`src/rtl/stream_mux2_if.sv`:
```
// Valid/ready beat stream shared by both producers and the merged output.
// sel is only meaningful on the merged side; producers tie it low.
interface stream_mux2_if #(
  parameter int WIDTH = 8
);
  logic             valid;
  logic [WIDTH-1:0] data;
  logic             last;
  logic             sel;
  logic             ready;

  modport master (
    output valid, data, last, sel,
    input  ready
  );

  modport slave (
    input  valid, data, last, sel,
    output ready
  );
endinterface

```
`src/rtl/stream_mux2.sv`:
```
// Two-to-one packet merge with round-robin arbitration.
// A grant is held until the packet's last beat, so packets never interleave.
module stream_mux2 #(
  parameter int WIDTH = 8
) (
  input  logic          clk,
  input  logic          rst,
  stream_mux2_if.slave  a,
  stream_mux2_if.slave  b,
  stream_mux2_if.master merged
);

  typedef enum logic [1:0] {
    IDLE   = 2'd0,
    LOCK_A = 2'd1,
    LOCK_B = 2'd2
  } state_t;

  state_t           state;
  state_t           state_next;
  logic             ptr;
  logic             ptr_next;
  logic             grant_a;
  logic             grant_b;
  logic             free;
  logic             take_a;
  logic             take_b;
  logic [WIDTH-1:0] load_data;
  logic             load_last;

  // The output register can take a new beat when empty or being drained.
  assign free   = !merged.valid || merged.ready;
  assign take_a = a.valid && a.ready;
  assign take_b = b.valid && b.ready;

  // ptr remembers the last source to finish a packet; reset favours A.
  always_ff @(posedge clk) begin
    if (rst) begin
      state <= IDLE;
      ptr   <= 1'b1;
    end else begin
      state <= state_next;
      ptr   <= ptr_next;
    end
  end

  always_comb begin
    state_next = state;
    ptr_next   = ptr;
    if (take_a) begin
      if (a.last) begin
        state_next = IDLE;
        ptr_next   = 1'b0;
      end else begin
        state_next = LOCK_A;
      end
    end else if (take_b) begin
      if (b.last) begin
        state_next = IDLE;
        ptr_next   = 1'b1;
      end else begin
        state_next = LOCK_B;
      end
    end
  end

  // A lock keeps its grant through gaps in the owner's valid.
  always_comb begin
    grant_a = 1'b0;
    grant_b = 1'b0;
    case (state)
      IDLE: begin
        if (a.valid && b.valid) begin
          grant_a = ptr;
          grant_b = !ptr;
        end else begin
          grant_a = a.valid;
          grant_b = b.valid;
        end
      end
      LOCK_A:  grant_a = 1'b1;
      LOCK_B:  grant_b = 1'b1;
      default: begin
        grant_a = 1'b0;
        grant_b = 1'b0;
      end
    endcase
    a.ready = free && grant_a && !rst;
    b.ready = free && grant_b && !rst;
  end

  assign load_data = take_b ? b.data : a.data;
  assign load_last = take_b ? b.last : a.last;

  always_ff @(posedge clk) begin
    if (rst) begin
      merged.valid <= 1'b0;
      merged.data  <= '0;
      merged.last  <= 1'b0;
      merged.sel   <= 1'b0;
    end else if (take_a || take_b) begin
      merged.valid <= 1'b1;
      merged.data  <= load_data;
      merged.last  <= load_last;
      merged.sel   <= take_b;
    end else if (free) begin
      merged.valid <= 1'b0;
    end
  end

endmodule

```
`src/flat_wrapper.sv`:
```
// flat-port wrapper written by rule: the top's interface ports become plain ports
module stream_mux2_flat 
#(
  parameter int WIDTH = 8
)
  (clk, rst, a_valid, a_data, a_last, a_sel, a_ready, b_valid, b_data, b_last, b_sel, b_ready, merged_valid, merged_data, merged_last, merged_sel, merged_ready);
  stream_mux2_if #(.WIDTH(WIDTH)) a_i ();
  stream_mux2_if #(.WIDTH(WIDTH)) b_i ();
  stream_mux2_if #(.WIDTH(WIDTH)) merged_i ();
  input  logic clk;
  input  logic rst;
  input wire logic [$bits(a_i.valid)-1:0] a_valid;
  input wire logic [$bits(a_i.data)-1:0] a_data;
  input wire logic [$bits(a_i.last)-1:0] a_last;
  input wire logic [$bits(a_i.sel)-1:0] a_sel;
  output wire logic [$bits(a_i.ready)-1:0] a_ready;
  input wire logic [$bits(b_i.valid)-1:0] b_valid;
  input wire logic [$bits(b_i.data)-1:0] b_data;
  input wire logic [$bits(b_i.last)-1:0] b_last;
  input wire logic [$bits(b_i.sel)-1:0] b_sel;
  output wire logic [$bits(b_i.ready)-1:0] b_ready;
  output wire logic [$bits(merged_i.valid)-1:0] merged_valid;
  output wire logic [$bits(merged_i.data)-1:0] merged_data;
  output wire logic [$bits(merged_i.last)-1:0] merged_last;
  output wire logic [$bits(merged_i.sel)-1:0] merged_sel;
  input wire logic [$bits(merged_i.ready)-1:0] merged_ready;
  assign a_i.valid = a_valid;
  assign a_i.data = a_data;
  assign a_i.last = a_last;
  assign a_i.sel = a_sel;
  assign a_ready = a_i.ready;
  assign b_i.valid = b_valid;
  assign b_i.data = b_data;
  assign b_i.last = b_last;
  assign b_i.sel = b_sel;
  assign b_ready = b_i.ready;
  assign merged_valid = merged_i.valid;
  assign merged_data = merged_i.data;
  assign merged_last = merged_i.last;
  assign merged_sel = merged_i.sel;
  assign merged_i.ready = merged_ready;
  stream_mux2 #(.WIDTH(WIDTH)) u_core (.clk(clk), .rst(rst), .a(a_i), .b(b_i), .merged(merged_i));
endmodule
```
`config.mk`:
```
export PLATFORM = sky130hd
export DESIGN_NAME = stream_mux2_flat
export DESIGN_NICKNAME = d
export VERILOG_FILES = /design/src/rtl/stream_mux2_if.sv /design/src/rtl/stream_mux2.sv /design/src/flat_wrapper.sv
export SDC_FILE = /design/constraint.sdc
export NUM_CORES = 1
export LEC_CHECK = 0
export ABC_AREA = 0
export BUFFER_PORTS_ARGS = -buffer_cell sky130_fd_sc_hd__buf_2
export CAP_MARGIN = 20
export CORE_MARGIN = 1
export CORE_UTILIZATION = 43
export DETAILED_ROUTE_END_ITERATION = 8
export GPL_ROUTABILITY_DRIVEN = 0
export PLACE_DENSITY = 0.82
export SETUP_SLACK_MARGIN = 0.3
export SLEW_MARGIN = 25
export SYNTH_ARGS = -nofsm -noshare
export SYNTH_HDL_FRONTEND = slang
export SYNTH_SLANG_ARGS = --single-unit
```
`constraint.sdc`:
```
create_clock -name clk -period 2.3 [get_ports clk]
set_clock_uncertainty 0.05 [all_clocks]
set_input_delay 0.69 -clock clk [delete_from_list [all_inputs] [get_ports clk]]
set_output_delay 0.69 -clock clk [all_outputs]
set_load 0.01 [all_outputs]
```
==> results of run 1 <==
-- Yosys cell counts --
| library cell | count | share of area (%) |
|---|---|---|
| sky130_fd_sc_hd__mux2i_1 | 8 | 11 |
| sky130_fd_sc_hd__dfxtp_1 | 14 | 39 |
| sky130_fd_sc_hd__nor2_1 | 13 | 6.8 |
| sky130_fd_sc_hd__a21o_2 | 1 | 1.2 |
| sky130_fd_sc_hd__clkbuf_1 | 1 | 0.52 |
| sky130_fd_sc_hd__a221oi_1 | 1 | 1.2 |
| sky130_fd_sc_hd__a211oi_2 | 5 | 8.7 |
| sky130_fd_sc_hd__nand2_1 | 2 | 1.0 |
| sky130_fd_sc_hd__nor4_1 | 3 | 2.6 |
| sky130_fd_sc_hd__buf_2 | 1 | 0.70 |
| sky130_fd_sc_hd__inv_1 | 1 | 0.52 |
| sky130_fd_sc_hd__nand2b_1 | 3 | 2.6 |
| sky130_fd_sc_hd__nor4_4 | 1 | 3.0 |
| sky130_fd_sc_hd__and3b_2 | 1 | 1.4 |
| sky130_fd_sc_hd__nor3b_1 | 2 | 2.1 |
| sky130_fd_sc_hd__clkbuf_8 | 1 | 1.9 |
| sky130_fd_sc_hd__nor2b_4 | 1 | 1.9 |
| sky130_fd_sc_hd__a221o_2 | 1 | 1.6 |
| sky130_fd_sc_hd__or2b_2 | 1 | 1.2 |
| sky130_fd_sc_hd__a211oi_1 | 5 | 5.2 |
| sky130_fd_sc_hd__buf_6 | 2 | 3.1 |
| sky130_fd_sc_hd__a21oi_1 | 3 | 2.1 |
-- worst register-to-register path, cell delays in order (launching register included) --
cell and delay (ps):
sky130_fd_sc_hd__dfxtp_1 430, sky130_fd_sc_hd__and3b_2 260, sky130_fd_sc_hd__nor4_4 120, sky130_fd_sc_hd__buf_4 260
sky130_fd_sc_hd__mux2i_1 270, sky130_fd_sc_hd__a211oi_2 90
-- metrics by stage --
step / worst slack, ps / instances / power, mW
2_1_floorplan: 286 / 71 / 0.373
6_report: 261 / 127 / 0.569
5_1_grt: 186 / 127 / 0.602
4_1_cts: 247 / 126 / 0.568
3_5_place_dp: 240 / 122 / 0.426
3_3_place_gp: 276 / 122 / 0.421
-- cell families (layout without fill, tap and decap cells) --
family | Yosys count | count (layout) | synth area share [%]
compound gates | 16 | 16 | 20.1
flops | 14 | 14 | 39.2
simple gates | 27 | 27 | 22.7
mux | 8 | 8 | 11.2
buf+inv | 6 | 46 | 6.82
-- state kept, by name (all words and copies together) (netlist names) --
register,flops
u_core.merged.data,8
u_core.merged.last,1
u_core.merged.sel,1
u_core.merged.valid,1
u_core.ptr,1
u_core.state,2
-- per-layer routing --
| metal | vias to the layer above | part of all wire [%] | GRT usage [%] |
|---|---|---|---|
| met2 | 26 | 46 | 24.8 |
| met1 | 298 | 46 | 23.7 |
| met4 | 0 | 1.3 | 11.3 |
| li1 | 339 | - | - |
| met3 | 4 | 5.8 | 3.83 |
| met5 | - | 0 | 0 |
-- power groups by stage --
stage          Clock (mW)  Sequential (mW)  Combinational, mW
4_1_cts             0.141            0.277              0.150
3_3_place_gp            0            0.281              0.139
5_1_grt             0.152            0.281              0.169
3_5_place_dp            0            0.282              0.144
6_report            0.137            0.278              0.155
2_1_floorplan           0            0.290             0.0834
-- worst min-delay path by stage --
stage / from / to / slack [ps]
2_1_floorplan: u_core.state[1]$_SDFFE_PP0P_ / u_core.state[1]$_SDFFE_PP0P_ / 460
3_3_place_gp: u_core.merged.sel$_SDFFE_PP0P_ / u_core.merged.sel$_SDFFE_PP0P_ / 390
3_5_place_dp: u_core.merged.sel$_SDFFE_PP0P_ / u_core.merged.sel$_SDFFE_PP0P_ / 390
4_1_cts: u_core.merged.sel$_SDFFE_PP0P_ / u_core.merged.sel$_SDFFE_PP0P_ / 410
5_1_grt: u_core.merged.sel$_SDFFE_PP0P_ / u_core.merged.sel$_SDFFE_PP0P_ / 440
6_report: u_core.merged.sel$_SDFFE_PP0P_ / u_core.merged.sel$_SDFFE_PP0P_ / 410
-- layout by cell type, fill, tap and decap left out, drive strengths merged --
cell type / synthesis / final
nor2: 13 / 13
or2b: 1 / 1
a221o: 1 / 1
nand2: 2 / 2
nand2b: 3 / 3
and3b: 1 / 1
nor3b: 2 / 2
a221oi: 1 / 1
buf: 3 / 42
dfxtp: 14 / 14
nor4: 4 / 4
a21o: 1 / 1
a21oi: 3 / 3
inv: 1 / 1
nor2b: 1 / 1
mux2i: 8 / 8
a211oi: 10 / 10
clkbuf: 2 / 3
-- cell type report --
class	instances	area share [%]
multi-input combinational	51	41.6
sequential	14	28.6
tap	16	2.03
clock buffer	3	2.28
inverter	1	0.381
timing repair buffer	42	25.1
-- repair_timing --
item | in CTS | in global routing
endpoints found under the setup margin | 2 | 2
cloned | 0 | 0
pin swaps | 2 | 3
hold endpoints to repair | 0 | 0
buffers inserted | 1 | 1
hold buffers | 0 | 0
resized for setup | 5 | 7
==> flow_results.xml, run 1 <==
<?xml version="1.0" encoding="UTF-8"?>
<metrics>
  <group name="run_status">
    <metric name="status" unit="">completed</metric>
  </group>
  <group name="clock_tree">
    <metric name="latest_clock_arrival_within_the_worst_skew_pair" unit="ps">280</metric>
    <metric name="ctsLongestPathBuffers" unit="">2</metric>
    <metric name="cts.root.buffer_cell" unit="">sky130_fd_sc_hd__clkbuf_4</metric>
    <metric name="cts_tree" unit="">done</metric>
    <metric name="cts_max_level" unit="">1</metric>
    <metric name="cts_buffer_count" unit="">3</metric>
    <metric name="clkTransAtPathRegs" unit="ps">80</metric>
    <metric name="cts_sinks" unit="">14</metric>
  </group>
  <group name="layout">
    <metric name="design.final.nets" unit="">138</metric>
    <metric name="multi_input_gate_area_in_the_final_layout" unit="sq um">410</metric>
    <metric name="antenna-diode-count" unit="">0</metric>
    <metric name="area_delta_synth_final" unit="%">37.8</metric>
    <metric name="share_of_post_route_cells_with_drive_strength_above_1" unit="%">55.9</metric>
    <metric name="final_non_filler_cell_area" unit="sq um">986</metric>
    <metric name="post-route-util" unit="%">64.7</metric>
    <metric name="layout.area.seq" unit="sq um">282</metric>
    <metric name="n_fill_cell" unit="">128</metric>
  </group>
  <group name="global_routing">
    <metric name="vias_in_the_first_global_route" unit="">557</metric>
    <metric name="globalRoute.totalOverflow" unit="">0</metric>
    <metric name="initial_antenna_violation_count" unit="">0</metric>
    <metric name="grt_start_max_net_pins" unit="">18</metric>
    <metric name="first_pass_grt_wire_length" unit="microns">2370</metric>
    <metric name="grt_util_all_layers" unit="%">17.5</metric>
  </group>
  <group name="worst_setup_path">
    <metric name="cp_data_arrival_time" unit="ps">1300</metric>
    <metric name="crit_path_max_fanout" unit="">4</metric>
    <metric name="path_type_of_the_worst_setup_path" unit="">in -&gt; out</metric>
    <metric name="reg2reg_to" unit="">u_core.merged.data[5]$_SDFFE_PP0P_</metric>
    <metric name="timing.critical_path.slowest_cell_delay" unit="ps">220</metric>
    <metric name="worst-r2r-cell-count" unit="">5</metric>
    <metric name="critPathCapture" unit="">b_ready</metric>
    <metric name="worstReg2RegStart" unit="">u_core.state[1]$_SDFFE_PP0P_</metric>
    <metric name="critical-path-top-delay-family" unit="">simple AND/OR/NAND/NOR gates</metric>
    <metric name="crit_path_start_kind" unit="">input port</metric>
    <metric name="worstPathBufferInverterCount" unit="">2</metric>
    <metric name="slowest_cp_cell" unit="">sky130_fd_sc_hd__nor4_1</metric>
    <metric name="worst_setup_path_startpoint" unit="">a_valid</metric>
    <metric name="critical_path_required" unit="ps">1560</metric>
    <metric name="timing.critical_path.depth" unit="">5</metric>
    <metric name="r2r_slack" unit="ps">700</metric>
    <metric name="setup.worst_path.end_class" unit="">output pin</metric>
    <metric name="critical_path.cell_chain" unit="">buf_8, nand2_2, a21oi_2, nor4_1, buf_2</metric>
  </group>
  <group name="timing">
    <metric name="layout_min_cycle_time" unit="ps">2040</metric>
    <metric name="timing.setup.tns" unit="ps">0</metric>
    <metric name="fmax" unit="MHz">491</metric>
    <metric name="final_max_slew_viol_count" unit="">0</metric>
    <metric name="final.hold.worst_slack" unit="ps">410</metric>
    <metric name="worst_slew_pin_slew" unit="ps">252</metric>
    <metric name="relSlewSlack" unit="%">83.2</metric>
    <metric name="grt_setup_unrepaired" unit="">true</metric>
    <metric name="setup_viol_count_final" unit="">0</metric>
    <metric name="min_period_over_period" unit="%">88.6</metric>
    <metric name="number_of_hold_violations_in_the_final_report" unit="">0</metric>
  </group>
  <group name="drt">
    <metric name="drtAntennaViolNets" unit="">0</metric>
    <metric name="route.vias.total" unit="">667</metric>
    <metric name="drc" unit="">0</metric>
    <metric name="vias_per_cell" unit="">5.25</metric>
    <metric name="drt_wl_total" unit="microns">1510</metric>
    <metric name="drt_pre_antenna_iters" unit="">3</metric>
    <metric name="wl_per_cell" unit="microns">11.9</metric>
    <metric name="detail_route.iter0.violations" unit="">9</metric>
  </group>
  <group name="power">
    <metric name="p_clk_share" unit="%">24.0</metric>
    <metric name="power.density" unit="nW/um^2">577</metric>
    <metric name="leakage" unit="nW">0.443</metric>
    <metric name="switch_pwr" unit="mW">0.165</metric>
    <metric name="design_internal_power" unit="mW">0.404</metric>
    <metric name="netSwitchingFraction" unit="%">29.0</metric>
    <metric name="worst_ir_drop_vdd" unit="V">0.000340</metric>
    <metric name="power.sequential.fraction" unit="%">48.8</metric>
    <metric name="combPwrFrac" unit="%">27.2</metric>
  </group>
  <group name="floorplanning">
    <metric name="die_width" unit="microns">42.8</metric>
    <metric name="placeableCoreArea" unit="sq um">1520</metric>
    <metric name="number_of_core_rows" unit="">14</metric>
    <metric name="initial_utilization" unit="%">47.0</metric>
    <metric name="die-height" unit="microns">42.8</metric>
    <metric name="boundaryPins" unit="">38</metric>
    <metric name="die_area" unit="sq um">1830</metric>
  </group>
  <group name="hold_path">
    <metric name="hold_path_depth" unit="">1</metric>
    <metric name="holdCritPathClass" unit="">reg -&gt; reg</metric>
  </group>
  <group name="place">
    <metric name="port_buffers" unit="">35</metric>
    <metric name="place.detailed.hpwl" unit="microns">1090</metric>
    <metric name="dpl-instance-area" unit="sq um">903</metric>
  </group>
  <group name="yosys">
    <metric name="ys_seq_elements" unit="">14</metric>
    <metric name="synth.net_count" unit="">96</metric>
    <metric name="synthesis.area" unit="sq um">716</metric>
    <metric name="synth.yosys.seq_area_share" unit="%">39.2</metric>
    <metric name="ys.warnings.count" unit="">0</metric>
    <metric name="synth.distinct_cells" unit="">22</metric>
    <metric name="avgSynthCellArea" unit="sq um">10.1</metric>
    <metric name="syn-instance-count" unit="">71</metric>
  </group>
  <group name="run">
    <metric name="timing.max_cap.violations" unit="">0</metric>
  </group>
</metrics>
Note: power is estimated with default switching activity, not from simulation.
==> inputs of run 2 (changes only) <==
Settings changed: BUFFER_PORTS_ARGS -buffer_cell sky130_fd_sc_hd__buf_2 to not set, CORE_UTILIZATION 43 to 55, DONT_BUFFER_PORTS set to 1, PLACE_DENSITY 0.82 to 0.75.
==> run 2 against run 1 <==
Net effect: worst setup slack better by 120 ps; via count down 22%; clock power up 26%; hold slack better by 8.8 ps; critical path type unchanged; largest cell class unchanged.
==> flow_results.xml, run 2 (same netlist as run 1, synthesis figures left out) <==
<?xml version="1.0" encoding="UTF-8"?>
<metrics>
  <group name="run_status">
    <metric name="status" unit="">completed</metric>
  </group>
  <group name="run">
    <metric name="timing.max_cap.violations" unit="">0</metric>
  </group>
  <group name="worst_setup_path">
    <metric name="r2r_slack" unit="ps">730</metric>
    <metric name="critical_path_required" unit="ps">1560</metric>
    <metric name="crit_path_max_fanout" unit="">4</metric>
    <metric name="worstReg2RegStart" unit="">u_core.state[0]$_SDFFE_PP0P_</metric>
    <metric name="crit_path_start_kind" unit="">input port</metric>
    <metric name="path_type_of_the_worst_setup_path" unit="">in -&gt; out</metric>
    <metric name="worst-r2r-cell-count" unit="">5</metric>
    <metric name="reg2reg_to" unit="">u_core.merged.data[5]$_SDFFE_PP0P_</metric>
    <metric name="setup.worst_path.end_class" unit="">output pin</metric>
    <metric name="critPathCapture" unit="">b_ready</metric>
    <metric name="cp_data_arrival_time" unit="ps">1180</metric>
    <metric name="worst_setup_path_startpoint" unit="">a_valid</metric>
  </group>
  <group name="floorplanning">
    <metric name="placeableCoreArea" unit="sq um">1160</metric>
    <metric name="boundaryPins" unit="">38</metric>
    <metric name="die_area" unit="sq um">1450</metric>
    <metric name="die-height" unit="microns">38.1</metric>
    <metric name="number_of_core_rows" unit="">12</metric>
    <metric name="die_width" unit="microns">38.1</metric>
    <metric name="initial_utilization" unit="%">61.9</metric>
  </group>
  <group name="clock_tree">
    <metric name="cts_buffer_count" unit="">3</metric>
    <metric name="cts_resized" unit="">1</metric>
    <metric name="cts_sinks" unit="">14</metric>
    <metric name="cts_max_level" unit="">1</metric>
    <metric name="holdBufCountCts" unit="">0</metric>
    <metric name="clkTransAtPathRegs" unit="ps">80</metric>
    <metric name="cts_tree" unit="">done</metric>
    <metric name="ctsLongestPathBuffers" unit="">2</metric>
    <metric name="cts.root.buffer_cell" unit="">sky130_fd_sc_hd__clkbuf_4</metric>
    <metric name="post-cts-setup-buffers" unit="">0</metric>
    <metric name="latest_clock_arrival_within_the_worst_skew_pair" unit="ps">270</metric>
  </group>
  <group name="timing">
    <metric name="number_of_hold_violations_in_the_final_report" unit="">0</metric>
    <metric name="min_period_over_period" unit="%">83.5</metric>
    <metric name="layout_min_cycle_time" unit="ps">1920</metric>
    <metric name="grt_setup_unrepaired" unit="">false</metric>
    <metric name="final.hold.worst_slack" unit="ps">419</metric>
    <metric name="fmax" unit="MHz">520</metric>
    <metric name="timing.setup.tns" unit="ps">0</metric>
    <metric name="relSlewSlack" unit="%">77.3</metric>
    <metric name="setup_viol_count_final" unit="">0</metric>
    <metric name="worst_slew_pin_slew" unit="ps">337</metric>
    <metric name="final_max_slew_viol_count" unit="">0</metric>
    <metric name="finalWorstSetupSlack" unit="ps">379</metric>
  </group>
  <group name="global_routing">
    <metric name="grt_util_all_layers" unit="%">19.3</metric>
    <metric name="globalRoute.totalOverflow" unit="">0</metric>
    <metric name="grt_start_max_net_pins" unit="">20</metric>
    <metric name="initial_antenna_violation_count" unit="">0</metric>
    <metric name="first_pass_grt_wire_length" unit="microns">1900</metric>
    <metric name="vias_in_the_first_global_route" unit="">443</metric>
  </group>
  <group name="drt">
    <metric name="detail_route.iter0.violations" unit="">8</metric>
    <metric name="route.vias.total" unit="">521</metric>
    <metric name="drc" unit="">0</metric>
    <metric name="drt_wl_total" unit="microns">1160</metric>
    <metric name="drtAntennaViolNets" unit="">0</metric>
    <metric name="wl_per_cell" unit="microns">13.1</metric>
    <metric name="drt_pre_antenna_iters" unit="">4</metric>
    <metric name="vias_per_cell" unit="">5.92</metric>
  </group>
  <group name="place">
    <metric name="pre_cts_slack" unit="ps">360</metric>
    <metric name="place.detailed.hpwl" unit="microns">834</metric>
    <metric name="port_buffers" unit="">0</metric>
    <metric name="dpl-instance-area" unit="sq um">718</metric>
  </group>
  <group name="power">
    <metric name="power.sequential.fraction" unit="%">52.5</metric>
    <metric name="p_clk_share" unit="%">31.6</metric>
    <metric name="worst_ir_drop_vdd" unit="V">0.000341</metric>
    <metric name="leakage" unit="nW">0.268</metric>
    <metric name="combPwrFrac" unit="%">15.9</metric>
    <metric name="switch_pwr" unit="mW">0.144</metric>
    <metric name="design_internal_power" unit="mW">0.405</metric>
    <metric name="netSwitchingFraction" unit="%">26.3</metric>
    <metric name="power.density" unit="nW/um^2">722</metric>
  </group>
  <group name="layout">
    <metric name="commonest_non_fill_non_tap_cell_in_the_layout" unit="">sky130_fd_sc_hd__dfxtp_1</metric>
    <metric name="post-route-util" unit="%">65.8</metric>
    <metric name="multi_input_gate_area_in_the_final_layout" unit="sq um">393</metric>
    <metric name="antenna-diode-count" unit="">0</metric>
    <metric name="layout.area.seq" unit="sq um">280</metric>
    <metric name="final_non_filler_cell_area" unit="sq um">761</metric>
    <metric name="top_flop_regs" unit="">u_core.merged.data: 8 flops, u_core.state: 2 flops</metric>
    <metric name="largest_register" unit="">u_core.merged.data</metric>
    <metric name="area_delta_synth_final" unit="%">6.29</metric>
    <metric name="n_fill_cell" unit="">91</metric>
    <metric name="design.final.nets" unit="">100</metric>
    <metric name="most-common-layout-cells" unit="">14 x sky130_fd_sc_hd__dfxtp_1, 13 x sky130_fd_sc_hd__nor2_1, 8 x sky130_fd_sc_hd__mux2i_1</metric>
    <metric name="largest_register_ffs" unit="">8</metric>
    <metric name="share_of_post_route_cells_with_drive_strength_above_1" unit="%">27.0</metric>
  </group>
  <group name="hold_path">
    <metric name="holdCritPathClass" unit="">in -&gt; reg</metric>
    <metric name="hold_path_depth" unit="">1</metric>
  </group>
</metrics>
## run 2: critical path, stage by stage
cell	delay (ps)
sky130_fd_sc_hd__nand2_1	40
sky130_fd_sc_hd__a21oi_1	60
sky130_fd_sc_hd__nor4_1	230
sky130_fd_sc_hd__buf_4	170
## run 2: layout make-up
class | count | share of cell area [%]
clock buffer | 4 | 4.77
inverter | 1 | 0.493
multi-input combinational | 51 | 51.6
sequential | 14 | 36.8
tap | 14 | 2.30
timing repair buffer | 4 | 3.95
## run 2: metal layers
layer	share of wire (%)	GRT usage (%)	wire, microns
met5	0	0	0
met4	0.61	8.04	7
met3	7.8	6.40	90
met2	50	31.4	573
met1	42	23.2	485
## run 2: stage by stage
stage	power, mW	cells
2_1_floorplan	0.373	71
3_3_place_gp	0.378	84
3_5_place_dp	0.381	84
4_1_cts	0.557	88
5_1_grt	0.580	88
6_report	0.549	88
## run 2: how the worst min path moves through the flow
| stage | startpoint | endpoint | slack [ps] |
|---|---|---|---|
| floorplan | u_core.state[1]$_SDFFE_PP0P_ | u_core.state[1]$_SDFFE_PP0P_ | 460 |
| global placement | u_core.merged.sel$_SDFFE_PP0P_ | u_core.merged.sel$_SDFFE_PP0P_ | 470 |
| detailed placement | u_core.merged.data[0]$_SDFFE_PP0P_ | u_core.merged.data[0]$_SDFFE_PP0P_ | 480 |
| CTS | rst | u_core.merged.data[4]$_SDFFE_PP0P_ | 410 |
| global route | rst | u_core.merged.data[4]$_SDFFE_PP0P_ | 400 |
| finish | rst | u_core.merged.data[4]$_SDFFE_PP0P_ | 420 |
## run 2: power by group through the flow
stage                     registers [mW]  clock network (mW)  logic (mW)
after detailed placement           0.294                   0      0.0872
after floorplan                    0.290                   0      0.0834
after CTS                          0.288               0.180      0.0886
final                              0.288               0.173      0.0875
after global routing               0.291               0.190      0.0987
after global placement             0.293                   0      0.0848
==> inputs of run 3 (changes only) <==
Settings changed: CORE_UTILIZATION 55 to 52.
Clock period 2.3 ns to 1.65 ns, I/O delays scaled along.
==> run 3 against run 2 <==
Net effect: the run now ends with negative setup slack left; power grew 41%; sequential cell count is the same; worst setup slack lost 490 ps; non-clock buffer count grew 10; sequential power grew 40%; routed wire length grew 37%; core utilization grew 7.9 points; critical path type is now reg -> out; critical endpoint unchanged.
==> flow_results.xml, run 3 (same netlist as run 1, synthesis figures left out) <==
<?xml version="1.0" encoding="UTF-8"?>
<metrics>
  <group name="clock_tree">
    <metric name="cts_max_level" unit="">1</metric>
    <metric name="cts_tree" unit="">done</metric>
    <metric name="cts_buffer_count" unit="">3</metric>
    <metric name="latest_clock_arrival_within_the_worst_skew_pair" unit="ps">270</metric>
    <metric name="cts.root.buffer_cell" unit="">sky130_fd_sc_hd__clkbuf_4</metric>
    <metric name="clkTransAtPathRegs" unit="ps">80</metric>
    <metric name="cts_sinks" unit="">14</metric>
    <metric name="holdBufCountCts" unit="">0</metric>
    <metric name="ctsLongestPathBuffers" unit="">2</metric>
  </group>
  <group name="drt">
    <metric name="vias_per_cell" unit="">5.79</metric>
    <metric name="drt_pre_antenna_iters" unit="">4</metric>
    <metric name="detail_route.iter0.violations" unit="">11</metric>
    <metric name="route.vias.total" unit="">567</metric>
    <metric name="drt_wl_total" unit="microns">1580</metric>
    <metric name="drtAntennaViolNets" unit="">0</metric>
    <metric name="drc" unit="">0</metric>
    <metric name="wl_per_cell" unit="microns">16.1</metric>
  </group>
  <group name="timing">
    <metric name="worst_slew_pin_slew" unit="ps">372</metric>
    <metric name="grt_setup_unrepaired" unit="">true</metric>
    <metric name="layout_min_cycle_time" unit="ps">1770</metric>
    <metric name="min_period_over_period" unit="%">107</metric>
    <metric name="setup_viol_count_final" unit="">2</metric>
    <metric name="fmax" unit="MHz">566</metric>
    <metric name="final.hold.worst_slack" unit="ps">233</metric>
    <metric name="final_max_slew_viol_count" unit="">0</metric>
    <metric name="relSlewSlack" unit="%">75.2</metric>
    <metric name="finalWorstSetupSlack" unit="ps">-115</metric>
    <metric name="number_of_hold_violations_in_the_final_report" unit="">0</metric>
  </group>
  <group name="power">
    <metric name="p_clk_share" unit="%">24.3</metric>
    <metric name="switch_pwr" unit="mW">0.218</metric>
    <metric name="leakage" unit="nW">0.340</metric>
    <metric name="power.sequential.fraction" unit="%">51.8</metric>
    <metric name="worst_ir_drop_vdd" unit="V">0.000506</metric>
    <metric name="netSwitchingFraction" unit="%">28.1</metric>
    <metric name="p_total" unit="mW">0.776</metric>
    <metric name="combPwrFrac" unit="%">23.9</metric>
    <metric name="power.density" unit="nW/um^2">819</metric>
    <metric name="design_internal_power" unit="mW">0.558</metric>
  </group>
  <group name="global_routing">
    <metric name="initial_antenna_violation_count" unit="">0</metric>
    <metric name="vias_in_the_first_global_route" unit="">471</metric>
    <metric name="globalRoute.totalOverflow" unit="">0</metric>
    <metric name="grt_util_all_layers" unit="%">20.2</metric>
    <metric name="first_pass_grt_wire_length" unit="microns">2030</metric>
    <metric name="grt_start_max_net_pins" unit="">20</metric>
  </group>
  <group name="floorplanning">
    <metric name="boundaryPins" unit="">38</metric>
    <metric name="die-height" unit="microns">39.1</metric>
    <metric name="initial_utilization" unit="%">55.7</metric>
    <metric name="placeableCoreArea" unit="sq um">1280</metric>
    <metric name="die_width" unit="microns">39.1</metric>
    <metric name="die_area" unit="sq um">1530</metric>
    <metric name="number_of_core_rows" unit="">13</metric>
  </group>
  <group name="worst_setup_path">
    <metric name="critical_path.cell_chain" unit="">nand2_2, a21oi_2, nor4_1, buf_4</metric>
    <metric name="crit_path_start_kind" unit="">register</metric>
    <metric name="cp_data_arrival_time" unit="ps">1220</metric>
    <metric name="timing.critical_path.slowest_cell_delay" unit="ps">360</metric>
    <metric name="slowest_cp_cell" unit="">sky130_fd_sc_hd__dfxtp_4</metric>
    <metric name="crit_path_max_fanout" unit="">5</metric>
    <metric name="critical_path_required" unit="ps">1100</metric>
    <metric name="setup.worst_path.end_class" unit="">output pin</metric>
    <metric name="path_type_of_the_worst_setup_path" unit="">reg -&gt; out</metric>
  </group>
  <group name="layout">
    <metric name="n_fill_cell" unit="">96</metric>
    <metric name="share_of_post_route_cells_with_drive_strength_above_1" unit="%">49.4</metric>
    <metric name="commonest_non_fill_non_tap_cell_in_the_layout" unit="">sky130_fd_sc_hd__nor2_1</metric>
    <metric name="largest_register" unit="">u_core.merged.data</metric>
    <metric name="design.final.nets" unit="">110</metric>
    <metric name="antenna-diode-count" unit="">0</metric>
    <metric name="post-route-util" unit="%">73.7</metric>
    <metric name="area_delta_synth_final" unit="%">32.3</metric>
    <metric name="largest_register_ffs" unit="">8</metric>
    <metric name="most-common-layout-cells" unit="">12 x sky130_fd_sc_hd__nor2_1, 11 x sky130_fd_sc_hd__dfxtp_1, 7 x sky130_fd_sc_hd__buf_4</metric>
    <metric name="top_flop_regs" unit="">u_core.merged.data: 8 flops, u_core.state: 2 flops</metric>
  </group>
  <group name="place">
    <metric name="port_buffers" unit="">0</metric>
    <metric name="place.detailed.hpwl" unit="microns">947</metric>
  </group>
  <group name="run_status">
    <metric name="status" unit="">finished, violations left</metric>
    <metric name="violations_in_the_final_reports" unit="">negative setup slack</metric>
  </group>
  <group name="hold_path">
    <metric name="holdCritPathClass" unit="">in -&gt; reg</metric>
  </group>
  <group name="run">
    <metric name="timing.max_cap.violations" unit="">0</metric>
  </group>
</metrics>
-- run 3: worst paths after layout --
check / startpoint / end / slack (ps) / cells past startpoint
setup / recovery: u_core.ptr$_SDFFE_PP1P_ / b_ready / -120 / 4
hold / removal: rst / u_core.merged.data[4]$_SDFFE_PP0P_ / 230 / 1
setup reg to reg: u_core.merged.valid$_SDFFE_PP0P_ / u_core.merged.data[5]$_SDFFE_PP0P_ / 0 / 7
hold reg to reg: u_core.state[1]$_SDFFE_PP0P_ / u_core.state[1]$_SDFFE_PP0P_ / 470 / 2
-- run 3: worst max-delay path, delay by kind of cell (launching register included) --
family | cells | cell delay [ps]
AND/OR/NAND/NOR | 2 | 370
AO/OA/AOI/OAI | 1 | 40
flip-flops | 1 | 360
buffers and inverters | 1 | 180
-- run 3: cell type report --
cell class | instances | area (sq um) | share of cell area [%]
flip-flops and latches | 14 | 287 | 30.3
multi-input cells | 51 | 462 | 48.7
inverters | 1 | 3.75 | 0.396
clock buffers | 3 | 22.5 | 2.38
repair buffers | 14 | 154 | 16.2
well taps | 15 | 18.8 | 1.98
-- run 3: through the flow --
| step | TNS (ps) | instances | instance area, sq um | setup WS [ps] |
|---|---|---|---|---|
| finish | -152 | 98 | 947 | -115 |
| detailed placement | -12.8 | 86 | 746 | -12.8 |
| global placement | 0 | 86 | 746 | 67.4 |
| global route | -500 | 98 | 947 | -178 |
| floorplan | -406 | 71 | 733 | -94.7 |
| CTS | -57.6 | 95 | 875 | -39.7 |
-- run 3: routing by layer --
layer	GRT usage (%)	share of wire [%]
met5	0	0
met4	10.3	1.1
met3	5.20	5.6
met2	32.9	52
met1	23.9	41
-- run 3: power groups by stage --
stage / Combinational [mW] / Sequential [mW] / Clock, mW
3_5_place_dp: 0.132 / 0.409 / 0
2_1_floorplan: 0.120 / 0.404 / 0
4_1_cts: 0.164 / 0.402 / 0.191
3_3_place_gp: 0.127 / 0.408 / 0
5_1_grt: 0.199 / 0.407 / 0.208
6_report: 0.185 / 0.402 / 0.189
-- run 3: repair_timing --
action	CTS	global route
resized for setup	9	14
buffers inserted	5	3
gates cloned	1	0
endpoints found under the setup margin	15	16
pin swaps	12	9
